$ cat src/rtl/fib_pkg.sv
// Shared types for the generalised Fibonacci sequencer: FSM state codes and run mode.
package fib_pkg;

    typedef logic [1:0] state_t;

    localparam state_t IDLE = 2'd0;
    localparam state_t RUN  = 2'd1;
    localparam state_t DONE = 2'd2;

    typedef enum logic {
        FIB_MODE_SINGLE = 1'b0,
        FIB_MODE_STREAM = 1'b1
    } mode_t;

endpackage

$ cat src/rtl/fib_seq_dp.sv
// Fibonacci datapath: a = F(k), b = F(k+1), term counter k and the sticky
// overflow flag, driven by load/advance strobes from the controller.
module fib_seq_dp #(
    parameter int INPUT_WIDTH  = 6,
    parameter int OUTPUT_WIDTH = 32
) (
    input  logic                    clk,
    input  logic                    rst_n,
    input  logic                    load,
    input  logic                    advance,
    input  logic [OUTPUT_WIDTH-1:0] seed0,
    input  logic [OUTPUT_WIDTH-1:0] seed1,
    input  logic [INPUT_WIDTH-1:0]  n_last,
    output logic [OUTPUT_WIDTH-1:0] a,
    output logic [INPUT_WIDTH-1:0]  k,
    output logic                    overflow
);

    logic [OUTPUT_WIDTH-1:0] b;
    logic [OUTPUT_WIDTH:0]   sum;
    logic                    in_range;

    assign sum = {1'b0, a} + {1'b0, b};

    // The sum being produced is F(k+2); a carry only counts if that term is
    // part of this run. One extra bit keeps k+2 from wrapping near the top of n.
    assign in_range = ({1'b0, k} + (INPUT_WIDTH + 1)'(2)) <= {1'b0, n_last};

    // NOTE: all state here is updated with non-blocking assignments so a and b
    // swap/advance on the same edge without ordering hazards.
    always_ff @(posedge clk or negedge rst_n) begin
        if (!rst_n) begin
            a        <= '0;
            b        <= '0;
            k        <= '0;
            overflow <= 1'b0;
        end else if (load) begin
            a        <= seed0;
            b        <= seed1;
            k        <= '0;
            overflow <= 1'b0;
        end else if (advance) begin
            a <= b;
            b <= sum[OUTPUT_WIDTH-1:0];
            k <= k + INPUT_WIDTH'(1);
            if (sum[OUTPUT_WIDTH] && in_range) begin
                overflow <= 1'b1;
            end
        end
    end

endmodule

$ cat src/rtl/fib_seq.sv
// Generalised Fibonacci sequencer with programmable seeds: single-result mode or
// streaming F(0)..F(n) over a valid/ready handshake with backpressure.
module fib_seq
    import fib_pkg::*;
#(
    parameter int INPUT_WIDTH  = 6,
    parameter int OUTPUT_WIDTH = 32
) (
    input  logic                    clk,
    input  logic                    rst_n,
    input  logic                    go,
    input  logic [INPUT_WIDTH-1:0]  n,
    input  logic [OUTPUT_WIDTH-1:0] seed0,
    input  logic [OUTPUT_WIDTH-1:0] seed1,
    input  logic                    mode,
    input  logic                    out_ready,
    output logic                    out_valid,
    output logic                    out_last,
    output logic [OUTPUT_WIDTH-1:0] result,
    output logic [INPUT_WIDTH-1:0]  term_idx,
    output logic                    overflow,
    output logic                    busy,
    output logic                    done
);

    state_t                  state;
    mode_t                   mode_r;
    logic [INPUT_WIDTH-1:0]  n_r;
    logic [OUTPUT_WIDTH-1:0] result_r;
    logic [OUTPUT_WIDTH-1:0] a;
    logic [INPUT_WIDTH-1:0]  k;
    logic                    running;
    logic                    stream_run;
    logic                    at_last;
    logic                    step;
    logic                    accept;
    logic                    advance;
    logic                    finish;

    assign running    = (state == RUN);
    assign stream_run = running && (mode_r == FIB_MODE_STREAM);
    assign at_last    = (k == n_r);
    // A step is taken every RUN cycle in single mode, only on a handshake in stream mode.
    assign step       = running && ((mode_r == FIB_MODE_SINGLE) || out_ready);
    assign accept     = go && !running;
    assign advance    = step && !at_last;
    assign finish     = step && at_last;

    assign busy      = running;
    assign out_valid = stream_run;
    assign out_last  = stream_run && at_last;
    assign result    = stream_run ? a : result_r;
    assign term_idx  = k;

    fib_seq_dp #(
        .INPUT_WIDTH (INPUT_WIDTH),
        .OUTPUT_WIDTH(OUTPUT_WIDTH)
    ) u_dp (
        .clk     (clk),
        .rst_n   (rst_n),
        .load    (accept),
        .advance (advance),
        .seed0   (seed0),
        .seed1   (seed1),
        .n_last  (n_r),
        .a       (a),
        .k       (k),
        .overflow(overflow)
    );

    always_ff @(posedge clk or negedge rst_n) begin
        if (!rst_n) begin
            state    <= IDLE;
            mode_r   <= FIB_MODE_SINGLE;
            n_r      <= '0;
            result_r <= '0;
            done     <= 1'b0;
        end else if (accept) begin
            state  <= RUN;
            mode_r <= mode_t'(mode);
            n_r    <= n;
            done   <= 1'b0;
        end else if (finish) begin
            state    <= DONE;
            result_r <= a;
            done     <= 1'b1;
        end
    end

endmodule

$ cat config.mk
export PLATFORM = sky130hd
export DESIGN_NAME = fib_seq
export DESIGN_NICKNAME = d
export VERILOG_FILES = /design/src/rtl/fib_pkg.sv /design/src/rtl/fib_seq_dp.sv /design/src/rtl/fib_seq.sv
export SDC_FILE = /design/constraint.sdc
export NUM_CORES = 1
export LEC_CHECK = 0
export CAP_MARGIN = 30
export CORE_ASPECT_RATIO = 0.8
export CORE_MARGIN = 2
export CORE_UTILIZATION = 40
export DETAILED_ROUTE_END_ITERATION = 8
export SYNTH_ARGS = -nofsm -noshare
export SYNTH_HDL_FRONTEND = slang
export SYNTH_SLANG_ARGS = --single-unit
$ cat constraint.sdc
create_clock -name clk -period 5.83 [get_ports clk]
set_clock_uncertainty 0.05 [all_clocks]
set_input_delay 1.166 -clock clk [delete_from_list [all_inputs] [get_ports clk]]
set_output_delay 1.166 -clock clk [all_outputs]
set_load 0.05 [all_outputs]
==> results of run 1 <==
flip-flops by register name, summed over array words and instances, names as in the netlist:
signal,count
result_r,32
u_dp.b,32
u_dp.k,6
u_dp.overflow,1
mode_r,1
u_dp.a,32
n_r,6
state,1
done,1
layout make-up:
class	count	area share (%)
clock buffers	9	2.623
clock inverters	7	0.6558
inverters	25	1.093
multi-input cells	571	45.34
flip-flops and latches	112	32.64
well taps	225	3.279
repair buffers	124	14.37
cell usage in the layout (no fill, tap or decap), drive strengths merged, types with 4 or more instances in the layout:
| cell | instances |
|---|---|
| a21oi | 51 |
| nor3 | 4 |
| nand4 | 10 |
| nand2b | 5 |
| nand2 | 109 |
| clkbuf | 9 |
| a21o | 17 |
| clkinv | 4 |
| a31oi | 36 |
| xnor2 | 16 |
| ha | 40 |
| xor2 | 20 |
| and3 | 7 |
| nor2 | 61 |
| o22ai | 12 |
| dfrtp | 112 |
| and2 | 4 |
| o21ai | 42 |
| nand3 | 9 |
| buf | 8 |
| o21a | 4 |
| clkdlybuf4s50 | 116 |
| a22oi | 12 |
| mux2 | 63 |
| o211ai | 7 |
| inv | 27 |
worst max-delay path, delay by kind of cell, from the launching register on:
family                 cells  cell delay (ns)
flip-flops                 1             0.37
buffers and inverters      3             1.24
AND/OR/NAND/NOR            2             0.74
multiplexers               1             0.38
worst max path at each step:
| stage | from | to | slack, ns | cells past startpoint |
|---|---|---|---|---|
| finish | done | result[0] | 1.49 | 6 |
| global route | done | result[6] | 1.31 | 6 |
| CTS | done | result[9] | 1.44 | 6 |
| detailed placement | done | result[9] | 1.86 | 6 |
| global placement | done | result[5] | 1.93 | 6 |
| floorplan | done | result[1] | 1.82 | 5 |
stage by stage:
stage,instance area (µm²),cells
2_1_floorplan,6952,753
3_3_place_gp,8284,1056
3_5_place_dp,8304,1057
4_1_cts,8586,1073
5_1_grt,8586,1073
6_report,8586,1073
routing by layer:
metal	vias to the layer above	share of wire, %	wire [µm]
met2	153	44	7999
met4	0	1.3	244
met1	2896	50	9173
li1	2894	-	-
met3	17	4.8	876
met5	-	0	0
cell families after synthesis:
group | count (synthesis)
buffers and inverters | 70
flip-flops | 112
AND/OR/NAND/NOR | 220
XOR/XNOR | 36
AO/OA/AOI/OAI | 211
adder cells (fa/ha/maj) | 41
multiplexers | 63
==> run metrics, run 1 <==
Peak Freq=0.2307 GHz; crit path DAT=3.12 ns; drt wl/cell=~17 µm; Synth warnings=0; minimum clock period=4.335 ns; Site Rows=43; register area=2803 µm²; Starting Density=40.50%; Max stage delay cell, worst path=clkdlybuf4s50_1; Hold Crit Depth=1; worst r2r src=u_dp.k[1]; global route overflow=0; Main synth FF type=dfrtp_1; Post-Synth XOR/XNOR Area=4.536%; # setup viols final=0; clk buf depth=2; I/O pin count=between 100 and 150; flops & latches, synth=112; first-pass GRT wire length=30,000 µm; fill count=1,591; hold_sp=result_r[17]; WL final=around 18,000 µm; post-route setup TNS=0 ns; syn_nets=869; CP Launch Type=flip-flop; total number of vias=5,960; Synth Area per Inst=9.232 µm²; Via density=5.555; met3 usage=between 3 and 4%; post-synthesis mux area share=about a tenth; largest net degree at the start of global routing=84; kind of critical path=flip-flop to primary output; endpoints failing hold=0; Post-synth top cells=dfrtp_1, nand2_1, nor2_1, a21oi_1, ha_1; core area=17,160 µm²; Post-CTS Setup Bufs=0; grt met2 use=about a third; sequential-to-total area share from yosys stat=between 40% and 50%; layout cells sized above 1=8.137%; cts hold-fix bufs=0; grt met1 use=30.29%; Final Cycle Share=74.37%; Synth top area share=slightly above 40%; global placement routability congestion=0.8253; largest family of logic cells by synthesized area=compound AO/OA/AOI/OAI gates; clock sinks=112; number of routed nets with antenna violations=0; multi-input logic area=3892 µm²; post-DP HPWL=between 10,000 and 15,000 µm; Max-Cap Viols=0; Simple-Gate Fraction of Synth Area=between 10% and 20%; Netlist Area Pre-Place=6952 µm²; synth unique cells=62; Final nets=959; residual DRC count=0; CP max FO=21; Layout area overhead=23.51%; htree depth=3; top cells by area, synth=dfrtp_1, ha_1, nand2_1; R2R cell count=7; PortBufs=117; compound-gate portion of the synthesized area=between 10% and 20%; count leader, synth=dfrtp_1; 1st-pass router iterations=5; vias in the first global route=5,882; Place WS=approximately 1.9 ns; cells after synthesis=753; CTS buffer count=9; area leader, netlist=dfrtp_1; fraction of registers with async set/reset=100.0%; antenna violations before repair=0; r2r setup slk=2.79 ns; CTS root buffer=clkbuf_16; RSZ-0062 raised after global routing=no; Critical Path End Type=primary output; number of diodes=0; Critical Path Max Stage Delay=0.70 ns; global routing's busiest layer=met2; EDFF count, synth=0; max_slew headroom=36.78%; critical path cell sequence=nand2b_1, inv_1, nand2_1, buf_4, mux2_2, clkdlybuf4s50_1; Critical R2R Capture=u_dp.b[11]; chip height=121.9 µm; Die W=151.4 µm; hold_ws=0.4353 ns; Worst Hold End=result_r[17]; setup slack after layout=1.495 ns; Crit path required time=4.61 ns; Slew Viols, Final=0; Total GRT Usage=20.61%; Hold Path Class=flip-flop to flip-flop; Synth Area in Adders=7.487%; Slew @ Worst Pin=~0.95 ns; Layout Utilization=50.03%; Die ar.=around 18,000 µm²; outcome=finished clean; Clock Latency Late Sink=0.37 ns; Worst-path clk slew=0.08 ns; CTS tree=done; Iteration-0 DRC Markers=405; post-CTS sizing=0
Power of run 1 is not shown: default switching activity piles up to over one toggle a cycle in this logic, so the estimate is an artifact.
==> run 2: changes to the inputs <==
clock period = 4 ns   (was 5.83 ns; I/O delays follow)
==> run metrics, run 2 (synthesis gave the netlist of run 1 again) <==
outcome=finished clean; Starting Density=about two fifths; number of diodes=0; minimum clock period=about 3.5 ns; hold_sp=result_r[19]; core area=17,160 µm²; Final Cycle Share=a little under 90%; R2R cell count=11; WP buf/inv=2; grt met2 use=31.84%; Die W=151.4 µm; Max stage delay cell, worst path=clkdlybuf4s50_1; PortBufs=117; CTS buffer count=9; residual DRC count=0; 1st-pass router iterations=5; # setup viols final=0; global routing's busiest layer=met2; Critical Path Max Stage Delay=0.82 ns; final instance area=approximately 8600 µm²; Die ar.=18,460 µm²; r2r setup slk=1.08 ns; largest net degree at the start of global routing=60; Slew Viols, Final=0; register area=2803 µm²; commonest non-fill, non-tap cell in the layout=clkdlybuf4s50_1; Layout Utilization=between 50% and 60%; cts hold-fix bufs=0; number of routed nets with antenna violations=0; commonest cells after routing, fill and taps aside=clkdlybuf4s50_1, dfrtp_1, nand2_1; kind of cell adding the most delay to the critical path=buffers and inverters; Iteration-0 DRC Markers=414; layout cells sized above 1=8.696%; Layout area overhead=24.28%; multi-input logic area=slightly below 4000 µm²; critical path cell sequence=inv_1, ha_1, nand4b_1, nor2_1, clkdlybuf4s50_1; hold_ws=0.4347 ns; Slew @ Worst Pin=0.8023 ns; Hold Path Class=flip-flop to flip-flop; grt met1 use=roughly 31%; vias in the first global route=5,903; Peak Freq=between 0.2 and 0.3 GHz; DP Area=roughly 8300 µm²; Crit path required time=around 3.2 ns; RSZ-0062 raised after global routing=no; total number of vias=5,964; clk buf depth=2; global placement routability congestion=0.8882; CTS tree=done; drt wl/cell=17.06 µm; Via density=5.543; CP Launch Type=flip-flop; met3 usage=between 3 and 4%; Max-Cap Viols=0; CP max FO=6; post-CTS sizing=0; Worst Hold End=result_r[19]; Site Rows=43; max_slew headroom=46.52%; fill count=1,578; Post-CTS Setup Bufs=0; largest registers=result_r (32), u_dp.a (32), u_dp.b (32); endpoints failing hold=0; WL final=18,360 µm; crit path DAT=2.63 ns; CTS root buffer=clkbuf_16; post-route setup TNS=0 ns; worst r2r src=u_dp.a[0]; Hold Crit Depth=1; chip height=around 120 µm; post-DP HPWL=roughly 13,000 µm; Critical R2R Capture=u_dp.b[30]; I/O pin count=118; Worst-path clk slew=around 0.070 ns; htree depth=3; antenna violations before repair=0; first-pass GRT wire length=30,500 µm; global route overflow=0; Critical Path End Type=primary output; Clock Latency Late Sink=0.36 ns; clock sinks=about 110; Total GRT Usage=20.96%; Final nets=962; kind of critical path=flip-flop to primary output
[run 2: changes by cell type in the layout (fill, tap and decap cells not counted)]
| cell | delta |
|---|---|
| clkinv_2 | -1 |
| clkinv_4 | -1 |
| inv_6 | -2 |
| clkdlybuf4s50_1 | -3 |
| clkbuf_1 | +1 |
| clkbuf_8 | +3 |
| buf_4 | +4 |
| buf_12 | +2 |
[run 2: final cells by class]
cell class | instances | share of cell area, %
clock buffers | 13 | 3.128
clock inverters | 3 | 0.2896
inverters | 25 | 1.086
multi-input cells | 571 | 45.05
flip-flops and latches | 112 | 32.44
well taps | 225 | 3.259
repair buffers | 127 | 14.74
[run 2: how the worst max path moves through the flow]
stage                   start    endpoint  slack [ns]  depth (start not counted)
floorplan                done   result[1]        0.36                          5
global placement    out_ready  u_dp.b[25]        1.04                          7
detailed placement  u_dp.k[1]    out_last        0.95                          5
CTS                 u_dp.k[1]    out_last        0.55                          5
global route        u_dp.k[1]    out_last        0.47                          5
finish              u_dp.k[1]    out_last        0.52                          5
[run 2: through the flow]
stage	worst slack, ns	instances
after CTS	0.5452	1076
after global routing	0.4704	1076
final	0.5213	1076
after detailed placement	0.9547	1060
after global placement	1.040	1060
after floorplan	0.3596	753
[run 2: layer usage]
metal	up-vias	share of wire, %
met5	-	0
met4	0	1.2
met3	19	4.6
met2	151	45
met1	2897	50
li1	2897	-
Power of run 2 is left out for the same reason.
